File: config.mk
export PLATFORM = sky130hd
export DESIGN_NAME = ksa_multiword_seq_flat
export DESIGN_NICKNAME = d
export VERILOG_FILES = /design/src/rtl/ksa_multiword_seq_if.sv /design/src/rtl/ksa_multiword_seq.sv /design/src/flat_wrapper.sv
export SDC_FILE = /design/constraint.sdc
export NUM_CORES = 1
export LEC_CHECK = 0
export CORE_AREA = 2 2 145 147
export CTS_CLUSTER_DIAMETER = 120
export DETAILED_ROUTE_END_ITERATION = 7
export DIE_AREA = 0 0 147 149
export HOLD_SLACK_MARGIN = 0.02
export PLACE_DENSITY = 0.79
export SKIP_LAST_GASP = 1
export SLEW_MARGIN = 20
export SYNTH_ARGS = -nofsm -noshare
export SYNTH_HDL_FRONTEND = slang
export SYNTH_SLANG_ARGS = --single-unit
File: constraint.sdc
create_clock -name clk -period 7.3 [get_ports clk]
set_clock_uncertainty 0.1 [all_clocks]
set_input_delay 1.46 -clock clk [delete_from_list [all_inputs] [get_ports clk]]
set_output_delay 1.46 -clock clk [all_outputs]
set_load 0.01 [all_outputs]
File: src/rtl/ksa_multiword_seq_if.sv
// Operand/result handshake plus the slice bus to the external 16-bit KSA.
// slave is the adder side; master is the producer/consumer that also hosts the KSA.
interface ksa_multiword_seq_if #(
    parameter int WORDS = 4
);
    localparam int W = 16 * WORDS;

    logic         in_valid;
    logic         in_ready;
    logic [W-1:0] in_a;
    logic [W-1:0] in_b;
    logic         out_valid;
    logic         out_ready;
    logic [W:0]   out_sum;
    logic [15:0]  ksa_a;
    logic [15:0]  ksa_b;
    logic [16:0]  ksa_s;

    modport slave (
        input  in_valid, in_a, in_b, out_ready, ksa_s,
        output in_ready, out_valid, out_sum, ksa_a, ksa_b
    );

    modport master (
        output in_valid, in_a, in_b, out_ready, ksa_s,
        input  in_ready, out_valid, out_sum, ksa_a, ksa_b
    );
endinterface

File: src/rtl/ksa_multiword_seq.sv
// Multi-word adder feeding one 16-bit slice per cycle (LSW first) to an external KSA; result
// valid WORDS+1 cycles after the operand handshake, held indefinitely while out_ready is low.
module ksa_multiword_seq #(
    parameter int WORDS = 4
) (
    input  logic                clk,
    input  logic                rst,
    ksa_multiword_seq_if.slave  bus
);
    localparam int W    = 16 * WORDS;
    localparam int IDXW = (WORDS > 1) ? $clog2(WORDS) : 1;
    localparam logic [IDXW-1:0] LAST = IDXW'(WORDS - 1);

    typedef enum logic [1:0] {
        IDLE = 2'd0,
        RUN  = 2'd1,
        DONE = 2'd2
    } state_t;

    state_t          state_q;
    logic [IDXW-1:0] idx_q;
    logic            carry_q;
    logic [W-1:0]    a_q;
    logic [W-1:0]    b_q;
    logic [W:0]      res_q;
    logic            in_ready_q;
    logic            out_valid_q;

    logic [15:0]     slice_a;
    logic [15:0]     slice_b;
    logic [15:0]     sum_lo;
    logic            carry_d;
    logic [W:0]      res_d;

    // Constant-index loops keep every part-select in range, including WORDS=1.
    always_comb begin
        slice_a = '0;
        slice_b = '0;
        if (state_q == RUN) begin
            for (int w = 0; w < WORDS; w++) begin
                if (idx_q == IDXW'(w)) begin
                    slice_a = a_q[16*w +: 16];
                    slice_b = b_q[16*w +: 16];
                end
            end
        end
    end

    // The KSA has no carry-in, so the chained carry is added as an increment here.
    always_comb begin
        sum_lo  = bus.ksa_s[15:0] + {15'd0, carry_q};
        carry_d = bus.ksa_s[16] | (carry_q & (bus.ksa_s[15:0] == 16'hFFFF));
        res_d   = res_q;
        for (int w = 0; w < WORDS; w++) begin
            if (idx_q == IDXW'(w)) begin
                res_d[16*w +: 16] = sum_lo;
            end
        end
        if (idx_q == LAST) begin
            res_d[W] = carry_d;
        end
    end

    always_ff @(posedge clk or posedge rst) begin
        if (rst) begin
            state_q     <= IDLE;
            idx_q       <= '0;
            carry_q     <= 1'b0;
            a_q         <= '0;
            b_q         <= '0;
            res_q       <= '0;
            in_ready_q  <= 1'b1;
            out_valid_q <= 1'b0;
        end else begin
            case (state_q)
                IDLE: begin
                    if (bus.in_valid) begin
                        a_q        <= bus.in_a;
                        b_q        <= bus.in_b;
                        idx_q      <= '0;
                        carry_q    <= 1'b0;
                        in_ready_q <= 1'b0;
                        state_q    <= RUN;
                    end
                end
                RUN: begin
                    res_q   <= res_d;
                    carry_q <= carry_d;
                    if (idx_q == LAST) begin
                        out_valid_q <= 1'b1;
                        state_q     <= DONE;
                    end else begin
                        idx_q <= idx_q + IDXW'(1);
                    end
                end
                DONE: begin
                    if (bus.out_ready) begin
                        out_valid_q <= 1'b0;
                        in_ready_q  <= 1'b1;
                        state_q     <= IDLE;
                    end
                end
                default: begin
                    state_q     <= IDLE;
                    in_ready_q  <= 1'b1;
                    out_valid_q <= 1'b0;
                end
            endcase
        end
    end

    assign bus.in_ready  = in_ready_q;
    assign bus.out_valid = out_valid_q;
    assign bus.out_sum   = res_q;
    assign bus.ksa_a     = slice_a;
    assign bus.ksa_b     = slice_b;
endmodule

File: src/flat_wrapper.sv
// flat-port wrapper written by rule: the top's interface ports become plain ports
module ksa_multiword_seq_flat 
#(
    parameter int WORDS = 4
)
  (clk, rst, bus_in_valid, bus_in_a, bus_in_b, bus_out_ready, bus_ksa_s, bus_in_ready, bus_out_valid, bus_out_sum, bus_ksa_a, bus_ksa_b);
  ksa_multiword_seq_if #(.WORDS(WORDS)) bus_i ();
  input  logic clk;
  input  logic rst;
  input wire logic [$bits(bus_i.in_valid)-1:0] bus_in_valid;
  input wire logic [$bits(bus_i.in_a)-1:0] bus_in_a;
  input wire logic [$bits(bus_i.in_b)-1:0] bus_in_b;
  input wire logic [$bits(bus_i.out_ready)-1:0] bus_out_ready;
  input wire logic [$bits(bus_i.ksa_s)-1:0] bus_ksa_s;
  output wire logic [$bits(bus_i.in_ready)-1:0] bus_in_ready;
  output wire logic [$bits(bus_i.out_valid)-1:0] bus_out_valid;
  output wire logic [$bits(bus_i.out_sum)-1:0] bus_out_sum;
  output wire logic [$bits(bus_i.ksa_a)-1:0] bus_ksa_a;
  output wire logic [$bits(bus_i.ksa_b)-1:0] bus_ksa_b;
  assign bus_i.in_valid = bus_in_valid;
  assign bus_i.in_a = bus_in_a;
  assign bus_i.in_b = bus_in_b;
  assign bus_i.out_ready = bus_out_ready;
  assign bus_i.ksa_s = bus_ksa_s;
  assign bus_in_ready = bus_i.in_ready;
  assign bus_out_valid = bus_i.out_valid;
  assign bus_out_sum = bus_i.out_sum;
  assign bus_ksa_a = bus_i.ksa_a;
  assign bus_ksa_b = bus_i.ksa_b;
  ksa_multiword_seq #(.WORDS(WORDS)) u_core (.clk(clk), .rst(rst), .bus(bus_i));
endmodule
# Yosys cells after proc, flatten, opt, wreduce, memory -nomap -nowiden
# Index checks and enable logic that the tools add are counted.
[totals]
latch_bits = 0
word_cells = 64
mem_bits_rw = 0
out_inout_bits = 99
romBits = 0
in_bits = 149
reg_bits = 200
mem_count = 0
[classes]
n_mul = 0
div = 0
n_mux = 24
bitwise_logic = 4
n_reduce_logical = 13
eq_ne = 10
addsub = 2
shift = 0
magnitude_cmp = 0
[ops]
columns = ["operator", "n"]
rows = [
  ["two-way mux 16 bit", 10],
  ["adder 16 x 1 -> 16 bit", 1],
  ["equality test 16 bit (second input constant)", 1],
  ["AND reduction 2 bit", 6],
  ["AND reduction 3 bit", 4],
  ["two-way mux 2 bit", 5],
  ["inequality test 2 bit (second input constant)", 4],
  ["equality test 2 bit (second input constant)", 3],
  ["case mux 1 bit (3 select lines)", 2],
  ["case mux 2 bit (3 select lines)", 1],
  ["equality test 2 x 1 -> 1 bit (second input constant)", 2],
  ["logical NOT 2 bit", 2],
  ["two-way mux 1 bit", 4],
  ["case mux 2 bit (2 select lines)", 1],
  ["adder 2 x 1 -> 2 bit (second input constant)", 1],
  ["inverter 1 bit", 2],
  ["case mux 1 bit (2 select lines)", 1],
  ["nonzero test 2 bit", 1],
  ["AND 1 bit", 1],
  ["bitwise OR 1 bit", 1],
]

# Depth between registers and ports, before layout
# Gate-level depths: netlist of run 1.
[logic_depth]
word_depth = 6
mapped_depth = 8
depth_no_buf = 6

# Least setup slack after synthesis of run 1
# Ideal clock, no wire load.
[synth_timing]
path_kind = "reg-to-output"
startpoint = "register u_core.idx_q[1]"
endpoint = "output bus_ksa_a[3]"
setup_slack_ns = 4.191
required_time_ns = 5.740
arrival_ns = 1.549
path_buffers = 2
stages_incl_launch_ff = 9
cell_sequence = "dfrtp_1 -> inv_1 -> ha_1 -> clkbuf_2 -> clkbuf_1 -> and3b_1 -> a21oi_1 -> o21ai_0 -> a22o_1"
[synth_via]
elab_chain_len = 6
word_cells_on_any_way = 9
cone_classes = "eq/ne (3); mux (5); reduce/logical (1)"
[synth_rtl]
columns = ["element", "line_no", "source"]
rows = [
  ["from (decl)", "ksa_multiword_seq.sv:21", "logic [IDXW-1:0] idx_q;"],
  ["from (signal assigned)", "ksa_multiword_seq.sv:93", "idx_q <= idx_q + IDXW'(1);"],
  ["logical NOT 2 bit", "ksa_multiword_seq.sv:41", "if (idx_q == IDXW'(w)) begin"],
  ["two-way mux 16 bit (3 in series)", "ksa_multiword_seq.sv:41", ""],
  ["two-way mux 16 bit *", "ksa_multiword_seq.sv:41", ""],
  ["two-way mux 16 bit *", "ksa_multiword_seq.sv:39", "if (state_q == RUN) begin"],
  ["to (decl)", "flat_wrapper.sv:18", "output wire logic [$bits(bus_i.ksa_a)-1:0] bus_ksa_a;"],
]
# Mark *: on every way between the ends. The rest lies on a longest branch, timed or not.

# Final worst setup path of run 1
[layout_timing]
startpoint = "register u_core.idx_q[0]"
endpoint = "output bus_ksa_b[11]"
[layout_via]
elab_chain_len = 6
word_cells_on_any_way = 9
cone_classes = "eq/ne (3); mux (5); reduce/logical (1)"
[layout_rtl]
columns = ["element", "line_no", "source"]
rows = [
  ["logical NOT 2 bit", "ksa_multiword_seq.sv:41", ""],
  ["two-way mux 16 bit (3 in series)", "ksa_multiword_seq.sv:41", ""],
  ["two-way mux 16 bit *", "ksa_multiword_seq.sv:41", ""],
  ["two-way mux 16 bit *", "ksa_multiword_seq.sv:39", ""],
  ["to (decl)", "flat_wrapper.sv:19", "output wire logic [$bits(bus_i.ksa_b)-1:0] bus_ksa_b;"],
]
# Marked as above.

==> out/qor.yml, run 1 <==
detailed_routing:
  vias: 6395
  drt-wirelength-per-cell_um: 17.4
  drt_iter0_markers: 238
  ant_nets: 0
  wirelength_um: 21800
  vias_per_cell: 5.12
  drc_errors: 0
  detail_route.first_pass.iterations: 4
layout:
  layout-drive-gt1-share: 0.189
  final_nets: 1117
  syn_to_final_growth_pct: 36.5
  n_fill_cell: 1727
  antenna-diode-count: 0
  final_core_util: 0.584
logic_synthesis:
  synthSimpleGateAreaFrac: 0.0994
  muxShareOfSynthArea: 0.173
  synth-adder-area-share: 0.00853
  synthesis.instances: 741
  synth.lib_cells_used.distinct: 30
  main_combinational_cell_family_by_area_after_synthesis: "multiplexers"
  number_of_nets_in_the_synthesized_netlist: 896
  yosys.area_share.xor_xnor: 0.0139
  syn_area_per_cell_um2: 11.9
  ys_seq_area_frac: 0.569
  yosys_warnings: 0
  synth_compound_gate_area_share: 0.106
  post_synthesis_cell_area_mm2: 0.00880
  synth-seq-cells: 200
timing:
  rsz0062_at_grt: "no"
  totalNegativeSetupSlack_ps: 0
  final_min_period_over_clock_period: 0.616
  relSlewSlack: 0.325
  achievable-frequency_mhz: 223
  finalHoldViolations: 0
  final-setup-viol-count: 0
  finalCriticalPeriod_ps: 4490
  timing.final.max_slew_violations: 0
  slew_at_the_pin_closest_to_its_max_slew_limit_ps: 1010
setup_path:
  crit_arrival_ps: 2930
  r2r_slack_ps: 4640
  nature_of_the_critical_path_endpoint: "output pin"
  worst_r2r_endpoint: "u_core.bus.out_sum[1]"
  r2r.worst_path.cells: 4
  timing.critical_path.fanout_max: 33
  wp_depth: 7
  critical-path-slowest-cell: "sky130_fd_sc_hd__ha_2"
  delay_heaviest_family_cp: "buffers and inverters"
  timing.critical_path.buf_inv: 2
  cp.required_ps: 5740
  worstPathCellList: "inv_1 -> ha_2 -> and3b_1 -> a21oi_1 -> o21ai_0 -> a22o_1 -> clkdlybuf4s50_1"
  timing.rr.start: "u_core.idx_q[0]"
  timing.setup.critical_path_class: "reg -> out"
  timing.critical_path.from_type: "flip-flop"
  critical-path-max-stage-delay_ps: 590
power_and_ir_drop:
  peakVddDrop_v: 0.000222
  pwr-share-seq: 0.374
  power.density_mw_per_mm2: 440
  power.share.clock: 0.170
  power_switching_share: 0.343
  power_switching_mw: 1.82
  power_leakage_nw: 5.02
  internal-power_mw: 3.47
  combPwrFrac: 0.456
clock_network:
  register_clock_pin_slew_on_the_reported_worst_setup_and_hold_paths_ps: 70
  tritoncts: "yes"
  cts.sink_count: 200
  htree_levels: 4
  ctsResizeCount: 0
  post_cts.repair.setup_buffers: 0
  clock_tree.root_cell: "sky130_fd_sc_hd__clkbuf_16"
  cts-hold-fix-buffers: 0
  insertion_delay_of_the_later_clocked_pin_in_the_worst_skew_pair_ps: 420
  cts-buffers-inserted: 17
  clk_path_buf_depth: 2
status:
  run_status: "finished, final reports clean"
worst_hold_path:
  hold_path_startpoint: "u_core.bus.out_sum[52]"
  min_delay_worst_endpoint: "u_core.bus.out_sum[52]"
  worstHoldPathType: "reg -> reg"
  timing.hold.worst_path_depth: 2
global_route:
  grt_pass1_wl_um: 34900
  vias_in_the_first_global_route: 6428
  gr-usage-met1: 0.255
  global_route.peak_usage_layer: "met2"
  globalRoute.totalOverflow: 0
  met2_track_demand_over_resource_in_global_routing: 0.333
  global_route.usage.total: 0.202
  grt_antenna_before_repair: 0
  met3_usage: 0.0657
  grt_max_degree: 147
floorplan:
  die_h_um: 149
  die_x_um: 147
  design.die.area_mm2: 0.0219
  floorplan.core_area_mm2: 0.0206
  fp-row-count: 53
  boundaryPins: 248
  initial_utilization: 0.428
place:
  place.gp.congestion: 0.802
  dp_hpwl_um: 15000
  place.port_buffers: 247
flow_run:
  maxCapViolCount: 0
cell usage after synthesis (all sizes together):
master  count  area share
inv         6      0.0026
nand4       4      0.0043
mux2      135        0.17
dfrtp     199        0.57
nor4        3      0.0043
xor2        1      0.0010
nand3       5      0.0034
buf        27       0.018
xnor2      13       0.013
and2        1     0.00071
o21ai      91       0.052
a41oi       1      0.0010
a21oi      34       0.019
nand2     106       0.045
a22o       33       0.033
nor3        5      0.0028
o211ai      1     0.00085
nand2b      2      0.0014
nor2       11      0.0047
and3b      32       0.032
ha          6      0.0085
nor2b       1     0.00071
dfstp       1      0.0030
clkbuf     23       0.010
worst reg2reg max path, cell delays in order, from the launching register on:
cell,delay [ps]
sky130_fd_sc_hd__dfrtp_1,440
sky130_fd_sc_hd__inv_1,120
sky130_fd_sc_hd__ha_2,600
sky130_fd_sc_hd__nand2_1,770
sky130_fd_sc_hd__mux2_2,510
registers in the layout (all words and copies together) (netlist names):
register,cells
u_core.carry_q,1
u_core.bus.out_valid,1
u_core.a_q,64
u_core.idx_q,2
u_core.bus.out_sum,65
u_core.b_q,64
u_core.state_q,2
u_core.bus.in_ready,1
worst max-delay path by stage:
| stage | startpoint | to | slack, ps |
|---|---|---|---|
| after CTS | u_core.idx_q[0] | bus_ksa_a[13] | 2350 |
| after global placement | u_core.idx_q[0] | bus_ksa_a[13] | 2870 |
| after global routing | u_core.state_q[1] | bus_ksa_a[15] | 2620 |
| after floorplan | rst | u_core.a_q[0] | 290 |
| after detailed placement | u_core.idx_q[0] | bus_ksa_a[13] | 2800 |
| final | u_core.idx_q[0] | bus_ksa_b[11] | 2810 |
layout by cell type, fill, tap and decap left out, types with 3 or more instances in the layout:
master,n
sky130_fd_sc_hd__xnor2_1,13
sky130_fd_sc_hd__a22o_1,33
sky130_fd_sc_hd__o21ai_1,15
sky130_fd_sc_hd__clkbuf_8,3
sky130_fd_sc_hd__and3b_1,32
sky130_fd_sc_hd__clkinv_4,3
sky130_fd_sc_hd__nor3_1,5
sky130_fd_sc_hd__mux2_2,135
sky130_fd_sc_hd__nand2_1,105
sky130_fd_sc_hd__inv_1,5
sky130_fd_sc_hd__nor4_2,3
sky130_fd_sc_hd__nor2_1,9
sky130_fd_sc_hd__buf_4,5
sky130_fd_sc_hd__o21ai_0,76
sky130_fd_sc_hd__ha_1,3
sky130_fd_sc_hd__clkdlybuf4s50_1,247
sky130_fd_sc_hd__dfrtp_1,199
sky130_fd_sc_hd__clkbuf_16,17
sky130_fd_sc_hd__nand3_1,4
sky130_fd_sc_hd__a21oi_1,34
power groups by stage:
stage,clock network [mW],logic [mW],registers [mW]
floorplan,0,1.38,2.01
CTS,0.922,2.43,1.98
finish,0.898,2.41,1.98
detailed placement,0,2.42,2.00
global placement,0,2.38,1.98
global route,0.971,2.63,2.05
area by class of cell:
class                           count  area, um^2  area share
Tap cell                          275         344      0.0286
Sequential cell                   200        5010       0.417
Inverter                            6        35.0     0.00292
Clock inverter                     10        86.3     0.00719
Clock buffer                       22         474      0.0395
Multi-Input combinational cell    485        3560       0.296
Timing Repair Buffer              252        2510       0.209
routing by layer:
metal	wire (um)	up-vias	part of all wire
li1	-	3051	-
met1	9130	3083	0.42
met2	10400	233	0.48
met3	1720	28	0.079
met4	487	0	0.022
met5	0	-	0
through the flow:
stage / hold slack (ps) / area (um^2) / power [mW] / worst slack (ps) / cells
after global placement: 360 / 11400 / 4.35 / 2870 / 1218
after floorplan: 373 / 8800 / 3.39 / 288 / 741
after CTS: 384 / 12000 / 5.34 / 2350 / 1250
after detailed placement: 366 / 11400 / 4.42 / 2800 / 1218
final: 381 / 12000 / 5.29 / 2810 / 1250
after global routing: 408 / 12000 / 5.65 / 2620 / 1250
logic make-up after synthesis:
group | Yosys count
compound gates | 160
buf+inv | 56
flops | 200
fa+ha+maj | 6
mux | 135
xor+xnor | 14
simple gates | 170
No activity file was read; power rests on OpenSTA's default activity.
==> run 2, diff against run 1 <==
==> constraint.sdc (replaced) <==
create_clock -name clk -period 3.65 [get_ports clk]
set_clock_uncertainty 0.1 [all_clocks]
set_input_delay 0.73 -clock clk [delete_from_list [all_inputs] [get_ports clk]]
set_output_delay 0.73 -clock clk [all_outputs]
set_load 0.01 [all_outputs]
==> run 2 against run 1 <==
Effect of this change: die area stayed put; flip-flop and latch count stayed put; cell count up 0.80%; largest cell class unchanged; power grew 100%; sequential power increased by 100%; combinational power is 110% higher; sequential share of layout area fell by 0.55 points; utilization is 0.79 points higher; worst hold slack got worse by 0.63 ps; via count is 0.38% higher.
==> out/qor.yml, run 2 (synthesis gave the netlist of run 1 again) <==
clock_network:
  clk_path_buf_depth: 2
  cts-hold-fix-buffers: 0
  register_clock_pin_slew_on_the_reported_worst_setup_and_hold_paths_ps: 70
  htree_levels: 4
  tritoncts: "yes"
  cts.sink_count: 200
  cts-buffers-inserted: 17
  insertion_delay_of_the_later_clocked_pin_in_the_worst_skew_pair_ps: 420
  clock_tree.root_cell: "sky130_fd_sc_hd__clkbuf_16"
setup_path:
  timing.critical_path.from_type: "flip-flop"
  cp.required_ps: 2820
  timing.critical_path.fanout_max: 13
  crit_arrival_ps: 2670
  nature_of_the_critical_path_endpoint: "output pin"
  timing.setup.critical_path_class: "reg -> out"
power_and_ir_drop:
  power.density_mw_per_mm2: 887
  power.share.clock: 0.174
  internal-power_mw: 7.10
  peakVddDrop_v: 0.000475
  power_switching_share: 0.342
  power_switching_mw: 3.70
  pwr-share-seq: 0.367
  combPwrFrac: 0.459
  power_leakage_nw: 5.11
global_route:
  grt_pass1_wl_um: 35500
  grt_max_degree: 91
  global_route.usage.total: 0.207
  vias_in_the_first_global_route: 6616
  grt_antenna_before_repair: 0
  globalRoute.totalOverflow: 0
status:
  run_status: "finished, final reports clean"
detailed_routing:
  wirelength_um: 22200
  vias_per_cell: 5.09
  detail_route.first_pass.iterations: 4
  ant_nets: 0
  drt_iter0_markers: 286
  drc_errors: 0
  vias: 6419
  drt-wirelength-per-cell_um: 17.6
timing:
  achievable-frequency_mhz: 286
  slew_at_the_pin_closest_to_its_max_slew_limit_ps: 1030
  totalNegativeSetupSlack_ps: 0
  finalCriticalPeriod_ps: 3500
  timing.final.max_slew_violations: 0
  relSlewSlack: 0.313
  final_min_period_over_clock_period: 0.960
  rsz0062_at_grt: "no"
  finalHoldViolations: 0
  final-setup-viol-count: 0
floorplan:
  design.die.area_mm2: 0.0219
  fp-row-count: 53
  initial_utilization: 0.428
  die_h_um: 149
  die_x_um: 147
  boundaryPins: 248
  floorplan.core_area_mm2: 0.0206
place:
  place.gp.congestion: 0.821
  dp_hpwl_um: 15400
  place.port_buffers: 247
  placed_cell_count: 1227
layout:
  layout.area.seq_mm2: 0.00501
  layout-drive-gt1-share: 0.198
  n_fill_cell: 1691
  syn_to_final_growth_pct: 38.3
  multiInputGateArea_mm2: 0.00355
  finalNonFillerCells: 1260
  antenna-diode-count: 0
  leading_cell_type_in_the_layout_fill_and_taps_excluded: "sky130_fd_sc_hd__clkdlybuf4s50_1"
  most-common-layout-cells: "sky130_fd_sc_hd__clkdlybuf4s50_1, sky130_fd_sc_hd__dfrtp_1, sky130_fd_sc_hd__mux2_2, sky130_fd_sc_hd__nand2_1, sky130_fd_sc_hd__o21ai_0"
  final_nets: 1127
  largest_reg_flops: 65
worst_hold_path:
  worstHoldPathType: "reg -> reg"
flow_run:
  maxCapViolCount: 0
run 2: cell type report:
| type | instances | share of cell area |
|---|---|---|
| multi-input cells | 485 | 0.292 |
| flip-flops and latches | 200 | 0.411 |
| well taps | 275 | 0.0283 |
| clock inverters | 13 | 0.0111 |
| clock buffers | 19 | 0.0372 |
| repair buffers | 262 | 0.218 |
| inverters | 6 | 0.00216 |
run 2: worst paths after layout:
| check | end | from | cells after the start | slack (ps) |
|---|---|---|---|---|
| max | bus_ksa_b[7] | u_core.idx_q[0] | 8 | 150 |
| min | u_core.bus.out_sum[64] | u_core.bus.out_sum[64] | 2 | 380 |
| max reg2reg | u_core.bus.out_sum[17] | u_core.idx_q[1] | 5 | 1280 |
| min reg2reg | u_core.bus.out_sum[64] | u_core.bus.out_sum[64] | 2 | 380 |
| max in group asynchronous | u_core.bus.in_ready | rst | 3 | 2140 |
| min in group asynchronous | u_core.bus.out_sum[58] | rst | 2 | 530 |
run 2: metal layers:
layer | up-vias | track usage | wire length [um]
li1 | 3067 | - | -
met1 | 3144 | 0.254 | 9440
met2 | 192 | 0.351 | 10800
met3 | 16 | 0.0709 | 1670
met4 | 0 | 0.0538 | 272
met5 | - | 0 | 0
run 2: power groups by stage:
stage                     sequential (mW)  clock (mW)  combinational, mW
after global placement               3.94           0               4.86
after detailed placement             3.99           0               4.96
after floorplan                      4.01           0               2.76
final                                3.97        1.88               4.96
after global routing                 4.10        2.04               5.39
after CTS                            3.97        1.94               5.00
run 2: critical path: stages (launching register included):
cell,delay [ps]
sky130_fd_sc_hd__dfrtp_1,440
sky130_fd_sc_hd__inv_1,120
sky130_fd_sc_hd__ha_2,300
sky130_fd_sc_hd__buf_4,240
sky130_fd_sc_hd__and3b_1,170
sky130_fd_sc_hd__a21oi_1,40
sky130_fd_sc_hd__o21ai_0,240
sky130_fd_sc_hd__a22o_1,170
sky130_fd_sc_hd__clkdlybuf4s50_1,530
run 2: metrics by stage:
step                setup slack [ps]   util  hold slack [ps]  power (mW)  instance area, um^2
finish                           147  0.592              380        10.8                12200
global placement                 499  0.563              361        8.80                11600
detailed placement               431  0.563              370        8.95                11600
global route                   0.975  0.592              406        11.5                12200
CTS                             57.8  0.592              385        10.9                12200
floorplan                        232      -              373        6.77                 8800
run 2: what timing repair did:
action                                  CTS  global route
endpoints found under the setup margin   10             4
setup buffers                             0             1
gates resized for setup                   2             1
==> RTL change 1: new RTL, settings of run 2 <==
`WORDS` is set to 4 in 3 places; all go to 2.
--- a/src/rtl/ksa_multiword_seq_if.sv
+++ b/src/rtl/ksa_multiword_seq_if.sv
@@ -2,5 +2,5 @@
 // slave is the adder side; master is the producer/consumer that also hosts the KSA.
 interface ksa_multiword_seq_if #(
-    parameter int WORDS = 4
+    parameter int WORDS = 2
 );
     localparam int W = 16 * WORDS;
--- a/src/rtl/ksa_multiword_seq.sv
+++ b/src/rtl/ksa_multiword_seq.sv
@@ -2,5 +2,5 @@
 // valid WORDS+1 cycles after the operand handshake, held indefinitely while out_ready is low.
 module ksa_multiword_seq #(
-    parameter int WORDS = 4
+    parameter int WORDS = 2
 ) (
     input  logic                clk,
--- a/src/flat_wrapper.sv
+++ b/src/flat_wrapper.sv
@@ -2,5 +2,5 @@
 module ksa_multiword_seq_flat 
 #(
-    parameter int WORDS = 4
+    parameter int WORDS = 2
 )
   (clk, rst, bus_in_valid, bus_in_a, bus_in_b, bus_out_ready, bus_ksa_s, bus_in_ready, bus_out_valid, bus_out_sum, bus_ksa_a, bus_ksa_b);
Ports: changed (resized bus_in_a, bus_in_b and bus_out_sum); port bits go from 248 to 152. The function was not compared with the original's and may differ.
==> RTL change 1 against run 2 <==
- area after synthesis shrank 48%
- non-clock buffer count decreased by 101
- power is 51% lower
- final area fell by 44%
- synthesized cell count down 29%
- routed wire length fell by 44%
- setup slack gained 400 ps
- global-route usage fell by 9.1 points
- die area did not move
- sequential cell count is 97 lower
==> RTL change 1: results (changes against run 2) <==
Synthesis
  • Mux share of post-synthesis cell area: 8.34% (-8.9 points)
  • Post-synthesis compound-gate area fraction: 4.15% (-6.4 points)
  • Seq/Total Area, Yosys: 55.8% (-1.0 points)
  • Syn nets: 613 (-32%)
  • Synthesized flop and latch total: 103 (-49%)
  • Synth Area in Adders: 0.542% (-0.31 points)

Final layout
  • Largest register FFs: 33 (-49%)
  • Bufs w/o clock: 161 (-39%)
  • Non-clock inverter count: 7 (+1)
  • Clock-cell share of area: 4.66% (-0.17 points)
  • Sequential portion of the cell area: 38.1% (-3.0 points)
  • Fin nets: 756 (-33%)
  • Share of cells above drive strength 1: 5.79% (-14 points)

Outcome
  • Status: finished, final reports clean

Power
  • Worst vdd ir: 0.340 mV (-28%)
  • Pwr per Cell Area: 784 mW/mm^2 (-12%)
  • Clock power share: 19.2% (+1.8 points)

Clock network
  • CTS resizes: 0 (-2)
  • CTS H-tree depth: 3 (-1)
  • CTS buffer count: 9 (-8)

Hold path
  • Worst Hold Path EP: u_core.b_q[4]$_DFFE_PP0P_
  • Hold_sp: u_core.b_q[4]$_DFFE_PP0P_

Setup path
  • Crit Path Max Fanout: 26 (+13)
  • Critical Path Start: u_core.state_q[1]$_DFFE_PP0P_
  • CP Capture Point: bus_ksa_a[5]
  • R2R depth: 6 (+1)
  • Worst Path Arrival: 2270 ps (-400 ps)

Detailed routing
  • Routed vias: 4017 (-37%)
  • First-pass DRT Iterations: 5 (+1)

GRT
  • Pin count of the biggest net entering global routing: 68 (-25%)

STA
  • Slew HR: 53.2% (+22 points)

Place
  • DPL Wire Length: 9.00 mm (-42%)
## RTL change 1: changes by cell type in the layout (fill, tap and decap cells not counted), sizes merged, moves of 9 or more
cell / run 2 / this run
and3b: 32 / 0
clkbuf: 19 / 10
o21ai: 91 / 18
mux2i: 0 / 34
clkdlybuf4s50: 247 / 151
a22o: 33 / 0
nor2: 11 / 55
dfrtp: 199 / 102
nand2: 106 / 214
a21oi: 34 / 14
mux2: 135 / 4
## RTL change 1: metal layers
metal | wire, microns | part of all wire, % | GRT usage [%]
met5 | 0 | 0 | 0
met3 | 1020 | 8.1 | 4.53
met4 | 152 | 1.2 | 3.17
met1 | 5670 | 45 | 14.8
met2 | 5690 | 45 | 18.4
## RTL change 1: metrics by stage
step / area [sq um] / setup slack, ps / hold slack (ps) / std cells
after floorplan: 4620 / 118 / 345 / 526
after global placement: 6450 / 806 / 356 / 933
after detailed placement: 6450 / 784 / 362 / 933
after CTS: 6770 / 504 / 381 / 949
after global routing: 6770 / 399 / 400 / 949
final: 6770 / 551 / 373 / 950
==> RTL change 2: new RTL, config.mk and constraints of run 2 <==
Made on the original files. Re-encode `state_t` (3 states) as one-hot, 3 bits wide.
--- a/src/rtl/ksa_multiword_seq.sv
+++ b/src/rtl/ksa_multiword_seq.sv
@@ -12,8 +12,8 @@
     localparam logic [IDXW-1:0] LAST = IDXW'(WORDS - 1);
 
-    typedef enum logic [1:0] {
-        IDLE = 2'd0,
-        RUN  = 2'd1,
-        DONE = 2'd2
+    typedef enum logic [2:0] {
+        IDLE = 3'b001,
+        RUN  = 3'b010,
+        DONE = 3'b100
     } state_t;
 
Function: same outputs for any inputs over 4 cycles, from zero or initial values and one cycle with rst high; so few cycles prove little.
==> RTL change 2 against run 2 <==
- power is 3.3% lower
- final cell count is 4.2% higher
- worst hold slack better by 25 ps
- area after synthesis is 2.6% higher
- sequential share of layout area is 0.79 points lower
- final area is 2.5% higher
- combinational power is 14% lower
- sequential cell count is 1 higher
- via count is 7.8% higher
- setup slack worse by 22 ps
- clock power is 19% higher
- routed wire length is 11% higher
- critical path type unchanged
- largest power group unchanged
- highest routed layer is now met5
==> RTL change 2: results (changes against run 2) <==
Clock network
  • CTS buffer count: 22 (+5)
  • Clk Latency, worst-skew pair: 510 ps (+90 ps)
  • CTS H-tree depth: 1 (-3)
  • CTS Buffer Depth: 3 (+1)

Synthesis
  • Top post-synthesis cells by area: dfrtp_1 55%, mux2_2 17%, a21oi_1 6.7%
  • Syn nets: 943 (+5.2%)
  • Netlist cell types: 37 (+23%)
  • Syn Area/Cell: 11.5 sq um (-3.5%)
  • Post-synthesis compound-gate area fraction: 9.95% (-0.63 points)
  • Top cells by count, synth: 199 x dfrtp_1, 134 x mux2_2, 120 x a21oi_1
  • Synth Area in Adders: 0.831% (-0.022 points)
  • Area of the mapped netlist: 0.00903 sq mm (+2.6%)
  • Synthesized flop and latch total: 201 (+0.50%)
  • Mux share of post-synthesis cell area: 17.0% (-0.23 points)
  • Xor/xnor cell area share of the yosys netlist: 1.36% (-0.035 points)

Place
  • Gpl congestion: 0.889 (+8.3%)
  • Placed Area: 0.0117 sq mm (+0.95%)
  • DPL Wire Length: 17.2 mm (+11%)
  • Dpl cells: 1268 (+3.3%)

Final layout
  • Final non-clock buffer share: 21.4% (-0.41 points)
  • #MultiIn Comb: 518 (+6.8%)
  • Clock-cell share of area: 5.92% (+1.1 points)
  • CLK BUF: 30 (+11)
  • Area of the multi-input gates: 0.00363 sq mm (+2.3%)
  • Fin nets: 1176 (+4.3%)
  • Share of cells above drive strength 1: 19.7% (-0.11 points)
  • Area Growth Syn to Fin: 38.2%
  • # fillers: 1664 (-1.6%)

STA
  • Least-Margin Pin Slew: 724 ps (-305 ps)
  • Tightest hold margin: 406 ps (+25.4 ps)

GRT
  • GRT Overall Usage: 22.4% (+1.8 points)
  • Initial antenna violation count: 5 (+5)
  • Pin count of the biggest net entering global routing: 129 (+42%)
  • Grt met1 use: 27.4% (+1.9 points)
  • Met2 usage: 37.7% (+2.6 points)
  • Vias in the first global route: 7086 (+7.1%)
  • First-pass GRT wire length: 38.6 mm (+8.9%)

Power
  • Worst vdd ir: 0.518 mV (+9.0%)
  • Net Sw Power: 0.00346 W (-6.4%)
  • P_leak: 4.91 nW (-3.7%)

Detailed routing
  • Top Layer Used: met5
  • WL met1: 9.91 mm (+5.0%)
  • 1st-iter DRT viols: 331 (+16%)
  • Met2 WL: 11.8 mm (+9.1%)
  • DR WL met3: 2.30 mm (+37%)
  • Drt via density: 5.27 (+3.5%)
  • WL per Instance: 18.8 microns (+6.9%)

Setup path
  • R2r setup slk: 1480 ps (+200 ps)
  • Worst Path Arrival: 2690 ps (+20 ps)
  • Slowest stage delay, CP: 570 ps (+40 ps)
  • Crit Path Max Fanout: 30 (+17)

Outcome
  • Status: finished, final reports clean
RTL change 2: cell types whose count changed after synthesis, sizes merged, moves of 4 or more:
cell,change
inv,+7
and3b,-32
nand3b,+33
nand2,-36
o21ai,-88
buf,+10
nor2,+59
a22o,-32
a21oi,+88
o22ai,+35
clkbuf,-4
RTL change 2: worst reg2reg max path, cell delays in order, from the launching register on:
cell and delay [ps]:
dfstp_2 580, nand3b_1 200, nor2_4 160, buf_12 520, mux2_2 480
RTL change 2: final timing paths:
check	start	end	cells after the start
max in group asynchronous	rst	u_core.bus.out_sum[21]$_DFFE_PP0P_	3
worst min register to register	u_core.b_q[31]$_DFFE_PP0P_	u_core.b_q[31]$_DFFE_PP0P_	1
min in group asynchronous	rst	u_core.a_q[38]$_DFFE_PP0P_	3
worst max register to register	u_core.state_q[0]$_DFFE_PP1P_	u_core.b_q[56]$_DFFE_PP0P_	4
worst min-delay path	u_core.b_q[31]$_DFFE_PP0P_	u_core.b_q[31]$_DFFE_PP0P_	1
worst max-delay path	u_core.idx_q[1]$_DFFE_PP0P_	bus_ksa_a[1]	8
RTL change 2: stage by stage:
stage,utilization (%),worst slack (ps)
3_3_place_gp,56.8,659
5_1_grt,60.7,25.1
6_report,60.7,126
4_1_cts,60.4,35.3
3_5_place_dp,56.8,601
2_1_floorplan,-,219
RTL change 2: power by group through the flow:
stage | clock, W | sequential (W) | combinational, W
after floorplan | 0 | 0.00395 | 0.00252
after global placement | 0 | 0.00391 | 0.00412
after detailed placement | 0 | 0.00396 | 0.00421
after CTS | 0.00228 | 0.00394 | 0.00424
after global routing | 0.00237 | 0.00408 | 0.00464
final | 0.00223 | 0.00395 | 0.00426
RTL change 2: repair_timing:
item                       CTS  global route
setup endpoints to repair    0            13
hold buffers                 0             0
gates resized for setup      0             1
setup buffers                0             3
